### config.mk
export PLATFORM = sky130hd
export DESIGN_NAME = spi_msg_encoder_flat
export DESIGN_NICKNAME = d
export VERILOG_FILES = /design/src/rtl/spi_msg_encoder_pkg.sv /design/src/rtl/spi_msg_encoder_if.sv /design/src/rtl/spi_msg_encoder_rr_arbiter.sv /design/src/rtl/spi_msg_encoder.sv /design/src/flat_wrapper.sv
export SDC_FILE = /design/constraint.sdc
export NUM_CORES = 1
export LEC_CHECK = 0
export ABC_AREA = 1
export BUFFER_PORTS_ARGS = -buffer_cell sky130_fd_sc_hd__buf_4
export CORE_ASPECT_RATIO = 0.9
export CORE_MARGIN = 2
export CORE_UTILIZATION = 52
export DETAILED_ROUTE_END_ITERATION = 16
export GPL_TIMING_DRIVEN = 1
export PLACE_DENSITY = 0.81
export SLEW_MARGIN = 5
export SYNTH_ARGS = -nofsm -noshare
export SYNTH_HDL_FRONTEND = slang
export SYNTH_SLANG_ARGS = --single-unit
### constraint.sdc
create_clock -name sys_clk -period 3.2 [get_ports sys_clk]
set_input_delay 0.16 -clock sys_clk [delete_from_list [all_inputs] [get_ports sys_clk]]
set_output_delay 0.16 -clock sys_clk [all_outputs]
set_load 0.03 [all_outputs]
### src/rtl/spi_msg_encoder_pkg.sv
// spi_msg_encoder_pkg: shared FSM state type and checksum width for the SPI message encoder
package spi_msg_encoder_pkg;
    localparam int CSUM_W = 8;
    typedef enum logic [2:0] {IDLE, HDR, ID, LEN, PAY, CSUM} state_t;
endpackage

### src/rtl/spi_msg_encoder_if.sv
// spi_msg_encoder_if: FIFO drain and tx byte-stream signals between the SPI channels, encoder and host tx
//   have_msg/len/out_data: per-channel FIFO status and show-ahead head byte, channel i at [8i+7:8i]
//   enc_rdreq: per-channel pop strobe; tx_data/tx_valid/tx_ready: byte stream; busy: encoder not idle
//   master: encoder side; slave: channel/host side
interface spi_msg_encoder_if #(parameter int NUM_CH = 4);
    logic [NUM_CH-1:0] have_msg, enc_rdreq;
    logic [8*NUM_CH-1:0] len, out_data;
    logic [7:0] tx_data;
    logic tx_valid, tx_ready, busy;
    modport master(input have_msg, len, out_data, tx_ready, output enc_rdreq, tx_data, tx_valid, busy);
    modport slave(output have_msg, len, out_data, tx_ready, input enc_rdreq, tx_data, tx_valid, busy);
endinterface

### src/rtl/spi_msg_encoder_rr_arbiter.sv
// rr_arbiter: combinational round-robin pick of the first request at or above ptr, with wrap
//   req: request vector; ptr: search start; gnt: one-hot grant (zero if no request); idx: granted index
module rr_arbiter #(
    parameter int NUM_CH = 4,
    localparam int PW = NUM_CH > 1 ? $clog2(NUM_CH) : 1
) (
    input  logic [NUM_CH-1:0] req,
    input  logic [PW-1:0]     ptr,
    output logic [NUM_CH-1:0] gnt,
    output logic [PW-1:0]     idx
);
    logic [PW-1:0] c;
    always_comb begin
        idx = '0;
        gnt = '0;
        c = '0;
        for (int k = NUM_CH - 1; k >= 0; k--) begin
            c = PW'((int'(ptr) + k) % NUM_CH);
            if (req[c]) idx = c;
        end
        gnt[idx] = |req;
    end
endmodule

### src/rtl/spi_msg_encoder.sv
// spi_msg_encoder: frames round-robin-selected SPI channel FIFO contents into SYNC/ID/LEN/payload/CSUM packets
//   sys_clk, rst: clock and synchronous active-high reset
//   bus (master): have_msg/len/out_data in, enc_rdreq out, tx_data/tx_valid out, tx_ready in, busy out
module spi_msg_encoder
    import spi_msg_encoder_pkg::*;
#(
    parameter int         NUM_CH      = 4,
    parameter logic [7:0] SYNC_BYTE   = 8'hA5,
    parameter int         MAX_PAYLOAD = 64,
    parameter logic [7:0] CH_ID_BASE  = 8'h10
) (
    input logic sys_clk,
    input logic rst,
    spi_msg_encoder_if.master bus
);
    localparam int PW = NUM_CH > 1 ? $clog2(NUM_CH) : 1;
    state_t state, nxt;
    logic [PW-1:0] sel, rr_ptr, g_idx;
    logic [NUM_CH-1:0] g_onehot;
    logic [CSUM_W-1:0] acc;
    logic [7:0] cnt, g_len, g_cap, head, ch_id;
    logic g_any, act, fire;

    rr_arbiter #(.NUM_CH(NUM_CH)) u_arb (.req(bus.have_msg), .ptr(rr_ptr), .gnt(g_onehot), .idx(g_idx));

    // outputs are forced low while rst is high so an abandoned packet cannot pop another byte
    always_comb begin
        g_any = |g_onehot;
        g_len = bus.len[8*int'(g_idx) +: 8];
        g_cap = g_len > 8'(MAX_PAYLOAD) ? 8'(MAX_PAYLOAD) : g_len;
        head = bus.out_data[8*int'(sel) +: 8];
        ch_id = CH_ID_BASE + 8'(sel);
        act = state != IDLE && !rst;
        fire = act && bus.tx_ready;
        bus.tx_valid = act;
        bus.busy = act;
        bus.tx_data = !act ? 8'h00 : state == HDR ? SYNC_BYTE : state == ID ? ch_id :
                      state == LEN ? cnt : state == PAY ? head : acc;
        bus.enc_rdreq = '0;
        bus.enc_rdreq[sel] = state == PAY && fire;
        nxt = state;
        case (state)
            IDLE: nxt = g_any && g_cap != 8'd0 ? HDR : IDLE;
            HDR:  nxt = fire ? ID : HDR;
            ID:   nxt = fire ? LEN : ID;
            LEN:  nxt = fire ? PAY : LEN;
            PAY:  nxt = fire && cnt == 8'd1 ? CSUM : PAY;
            CSUM: nxt = fire ? IDLE : CSUM;
            default: nxt = IDLE;
        endcase
    end

    // the accumulator is seeded with CH_ID + LEN at grant time and then absorbs each accepted payload byte
    always_ff @(posedge sys_clk) begin
        if (rst) begin
            state <= IDLE;
            rr_ptr <= '0;
            sel <= '0;
            cnt <= '0;
            acc <= '0;
        end else begin
            state <= nxt;
            if (state == IDLE && g_any) begin
                sel <= g_idx;
                cnt <= g_cap;
                rr_ptr <= g_idx == PW'(NUM_CH - 1) ? '0 : PW'(g_idx + 1'b1);
                acc <= CH_ID_BASE + 8'(g_idx) + g_cap;
            end else if (state == PAY && fire) begin
                cnt <= cnt - 8'd1;
                acc <= acc + head;
            end
        end
    end
endmodule

### src/flat_wrapper.sv
// flat-port wrapper written by rule: the top's interface ports become plain ports
module spi_msg_encoder_flat import spi_msg_encoder_pkg::*;
#(
    parameter int         NUM_CH      = 4,
    parameter logic [7:0] SYNC_BYTE   = 8'hA5,
    parameter int         MAX_PAYLOAD = 64,
    parameter logic [7:0] CH_ID_BASE  = 8'h10
)
  (sys_clk, rst, bus_have_msg, bus_len, bus_out_data, bus_tx_ready, bus_enc_rdreq, bus_tx_data, bus_tx_valid, bus_busy);
  spi_msg_encoder_if #(.NUM_CH(NUM_CH)) bus_i ();
  input logic sys_clk;
  input logic rst;
  input wire logic [$bits(bus_i.have_msg)-1:0] bus_have_msg;
  input wire logic [$bits(bus_i.len)-1:0] bus_len;
  input wire logic [$bits(bus_i.out_data)-1:0] bus_out_data;
  input wire logic [$bits(bus_i.tx_ready)-1:0] bus_tx_ready;
  output wire logic [$bits(bus_i.enc_rdreq)-1:0] bus_enc_rdreq;
  output wire logic [$bits(bus_i.tx_data)-1:0] bus_tx_data;
  output wire logic [$bits(bus_i.tx_valid)-1:0] bus_tx_valid;
  output wire logic [$bits(bus_i.busy)-1:0] bus_busy;
  assign bus_i.have_msg = bus_have_msg;
  assign bus_i.len = bus_len;
  assign bus_i.out_data = bus_out_data;
  assign bus_i.tx_ready = bus_tx_ready;
  assign bus_enc_rdreq = bus_i.enc_rdreq;
  assign bus_tx_data = bus_i.tx_data;
  assign bus_tx_valid = bus_i.tx_valid;
  assign bus_busy = bus_i.busy;
  spi_msg_encoder #(.NUM_CH(NUM_CH), .SYNC_BYTE(SYNC_BYTE), .MAX_PAYLOAD(MAX_PAYLOAD), .CH_ID_BASE(CH_ID_BASE)) u_core (.sys_clk(sys_clk), .rst(rst), .bus(bus_i));
endmodule
==> results.tsv <==
metric	value	unit
Filler cells	418	
multi-input gate area in the final layout	1890	µm²
placer congestion estimate	0.914	
WL final	8.27	mm
TritonRoute pass-1 iters	6	
Power Dens Cells	962	nW/µm²
cell repeated most along the worst path	nand2_1	
Min-Delay Path Class	in -> reg	
Area contributors post-synth	dfxtp_1, nand2_1, nand3_1	
Max Fanout on Critical Path	11	
unrepaired setup endpoints after global routing	false	
syn_area_per_cell	6.15	µm²
Post-synth EDFFs	0	
first-pass GRT wire length	13.5	mm
CP Launch Type	flop	
CTS tree	yes	
share of synthesized registers carrying an async set or reset	0	%
cell count after synthesis	430	
Die X	79.1	µm
Core Box Area	4860	µm²
CP Class	reg -> reg	
initial antenna violation count	0	
CP peak stage delay	0.40	ns
share of the synthesized area in the top cell type	17.4	%
Slew @ Worst Pin	0.532	ns
total gr overflow	0	
final setup fails	0	
Final Skew	0.00164	ns
max-cap violations	0	
final net count	612	
achievable frequency	343	MHz
area of the mapped netlist	2640	µm²
CTS buffer count	3	
Syn. warnings	0	
Via Count	3245	
Vias/cell	5.52	
final hold viol count	0	
root buf cell	clkbuf_8	
Setup WS post-layout	0.286	ns
Total GRT Usage	29.4	%
clk_lat worst skew	0.27	ns
Port Buf Inserts	84	
Final min period	2.91	ns
status	finished clean	
vias in the first global route	2916	
DP HPWL	6.55	mm
endpoint type of the worst setup path	flop	
max-slew violation count	0	
htree depth	1	
Post-Syn Nets	518	
ant diodes	0	
Worst VDD drop	510	µV
clk slew on worst S/H paths	0.08	ns
Die ar.	5670	µm²
initial drt markers	285	
Starting Density	54.3	%
Pleak	1.80	nW
sequential cell area	468	µm²
share of layout cells above drive strength 1	27.9	%
Distinct cells, synth	45	
required time of the critical path	3.36	ns
Util after Layout	72.2	%
DRC	0	
Post-Place Setup Slack	0.0918	ns
synthesized flop and latch total	23	
setup TNS	0	ns
Crit-path slowest cell	nor4_1	
top cell types by occurrence after synthesis	nand2_1, inv_1, nand3_1, a21oi_1, o21ai_0	
CTS Buffer Depth	2	
row count	24	
crit share post-route	91.1	%
Post-DRT Antenna Nets	0	
Critical Path, Cell by Cell	inv_4 -> nand2_1 -> nand2_1 -> nand2_1 -> nand2_1 -> nand2_1 -> nand2_1 -> nand2_2 -> nand2_1 -> nand2_4 -> buf_4 -> ha_1 -> nor4_1 -> nor3_2 -> inv_1 -> nand2_1 -> buf_4 -> o21ai_0 -> a21oi_1	
slew margin rel.	64.5	%
Die Span Y	71.6	µm
post-synthesis sequential area ratio	17.4	%
arrival time worst endpoint	3.08	ns
dominant cell type by area after synthesis	dfxtp_1	
largest net degree at the start of global routing	24	
worst hold slack	0.137	ns
Ports	85	
count leader, synth	nand2_1	
# clock sinks	23	
wire length per cell	14.1	µm
ys flop type	dfxtp_1	
Layout area overhead	33.0	%
[cell type report]
cell class / instances / area share (%)
multi-input combinational: 327 / 53.7
timing repair buffer: 102 / 22.1
inverter: 67 / 7.23
clock buffer: 4 / 1.28
tap: 65 / 2.31
sequential: 23 / 13.3
[metrics by stage]
stage	instance area (µm²)	cells	total power, mW
after floorplan	2640	430	2.34
after global placement	3390	577	2.96
after detailed placement	3390	577	3.01
after CTS	3430	581	3.21
after global routing	3510	588	3.71
final	3510	588	3.38
[state kept, by name, indices dropped and copies added, names as in the netlist]
register and flops:
u_core.acc 8, u_core.cnt 8, u_core.state 3, u_core.rr_ptr 2, u_core.sel 2
[worst max-delay path: cells and delay by family (launching register included)]
| kind | cells | cell delay, ns |
|---|---|---|
| AOI/OAI and AO/OA | 2 | 0.23 |
| adders and majority gates | 1 | 0.18 |
| buffers and inverters | 4 | 0.59 |
| DFF | 1 | 0.38 |
| and+or+nand+nor | 12 | 1.41 |
[placed cells by master (no fill, tap or decap), drive strengths merged, types with 4 or more instances in the layout]
cell    instances
nor2           23
a221oi          4
o211ai          5
o21ai          29
xor2            4
a22oi          15
inv            66
dfxtp          23
buf           102
a31oi           6
a21oi          30
nand2         107
nor3            8
clkbuf          4
ha             15
nand3          53
[layer usage]
metal	routed length [µm]	GRT usage, %
met1	3830	42.8
met2	3800	46.7
met3	569	4.28
met4	61	5.36
met5	0	0
[power by group]
group / total [mW] / internal [mW] / leakage, nW / switching (mW)
Sequential: 0.500 / 0.393 / 0.191 / 0.107
Clock: 0.188 / 0.0892 / 0.0228 / 0.0987
Combinational: 2.69 / 1.01 / 1.59 / 1.68
Total: 3.38 / 1.49 / 1.80 / 1.89
[worst paths after layout]
kind,cells after the start,slack (ns),end,from
max reg2reg,19,0.29,u_core.acc[7]$_SDFFE_PP0P_,u_core.rr_ptr[0]$_SDFFE_PP0P_
min,2,0.14,u_core.cnt[3]$_SDFFE_PP0P_,rst
min reg2reg,2,0.53,u_core.rr_ptr[1]$_SDFFE_PP0P_,u_core.rr_ptr[1]$_SDFFE_PP0P_
max,19,0.29,u_core.acc[7]$_SDFFE_PP0P_,u_core.rr_ptr[0]$_SDFFE_PP0P_
[cells by family (layout without fill, tap and decap cells)]
family	Yosys count	count (layout)	share of synthesized area [%]
fa+ha+maj	17	17	8.62
buf+inv	81	173	12.5
compound gates	100	101	23.7
xor+xnor	7	7	2.32
flops	23	23	17.4
simple gates	202	202	35.4
[what timing repair did]
item / in CTS / in global routing
hold buffers: 0 / 0
buffers inserted: 0 / 6
gates resized for setup: 0 / 15
endpoints found under the setup margin: 0 / 10
Note: power is estimated with default switching activity, not from simulation.
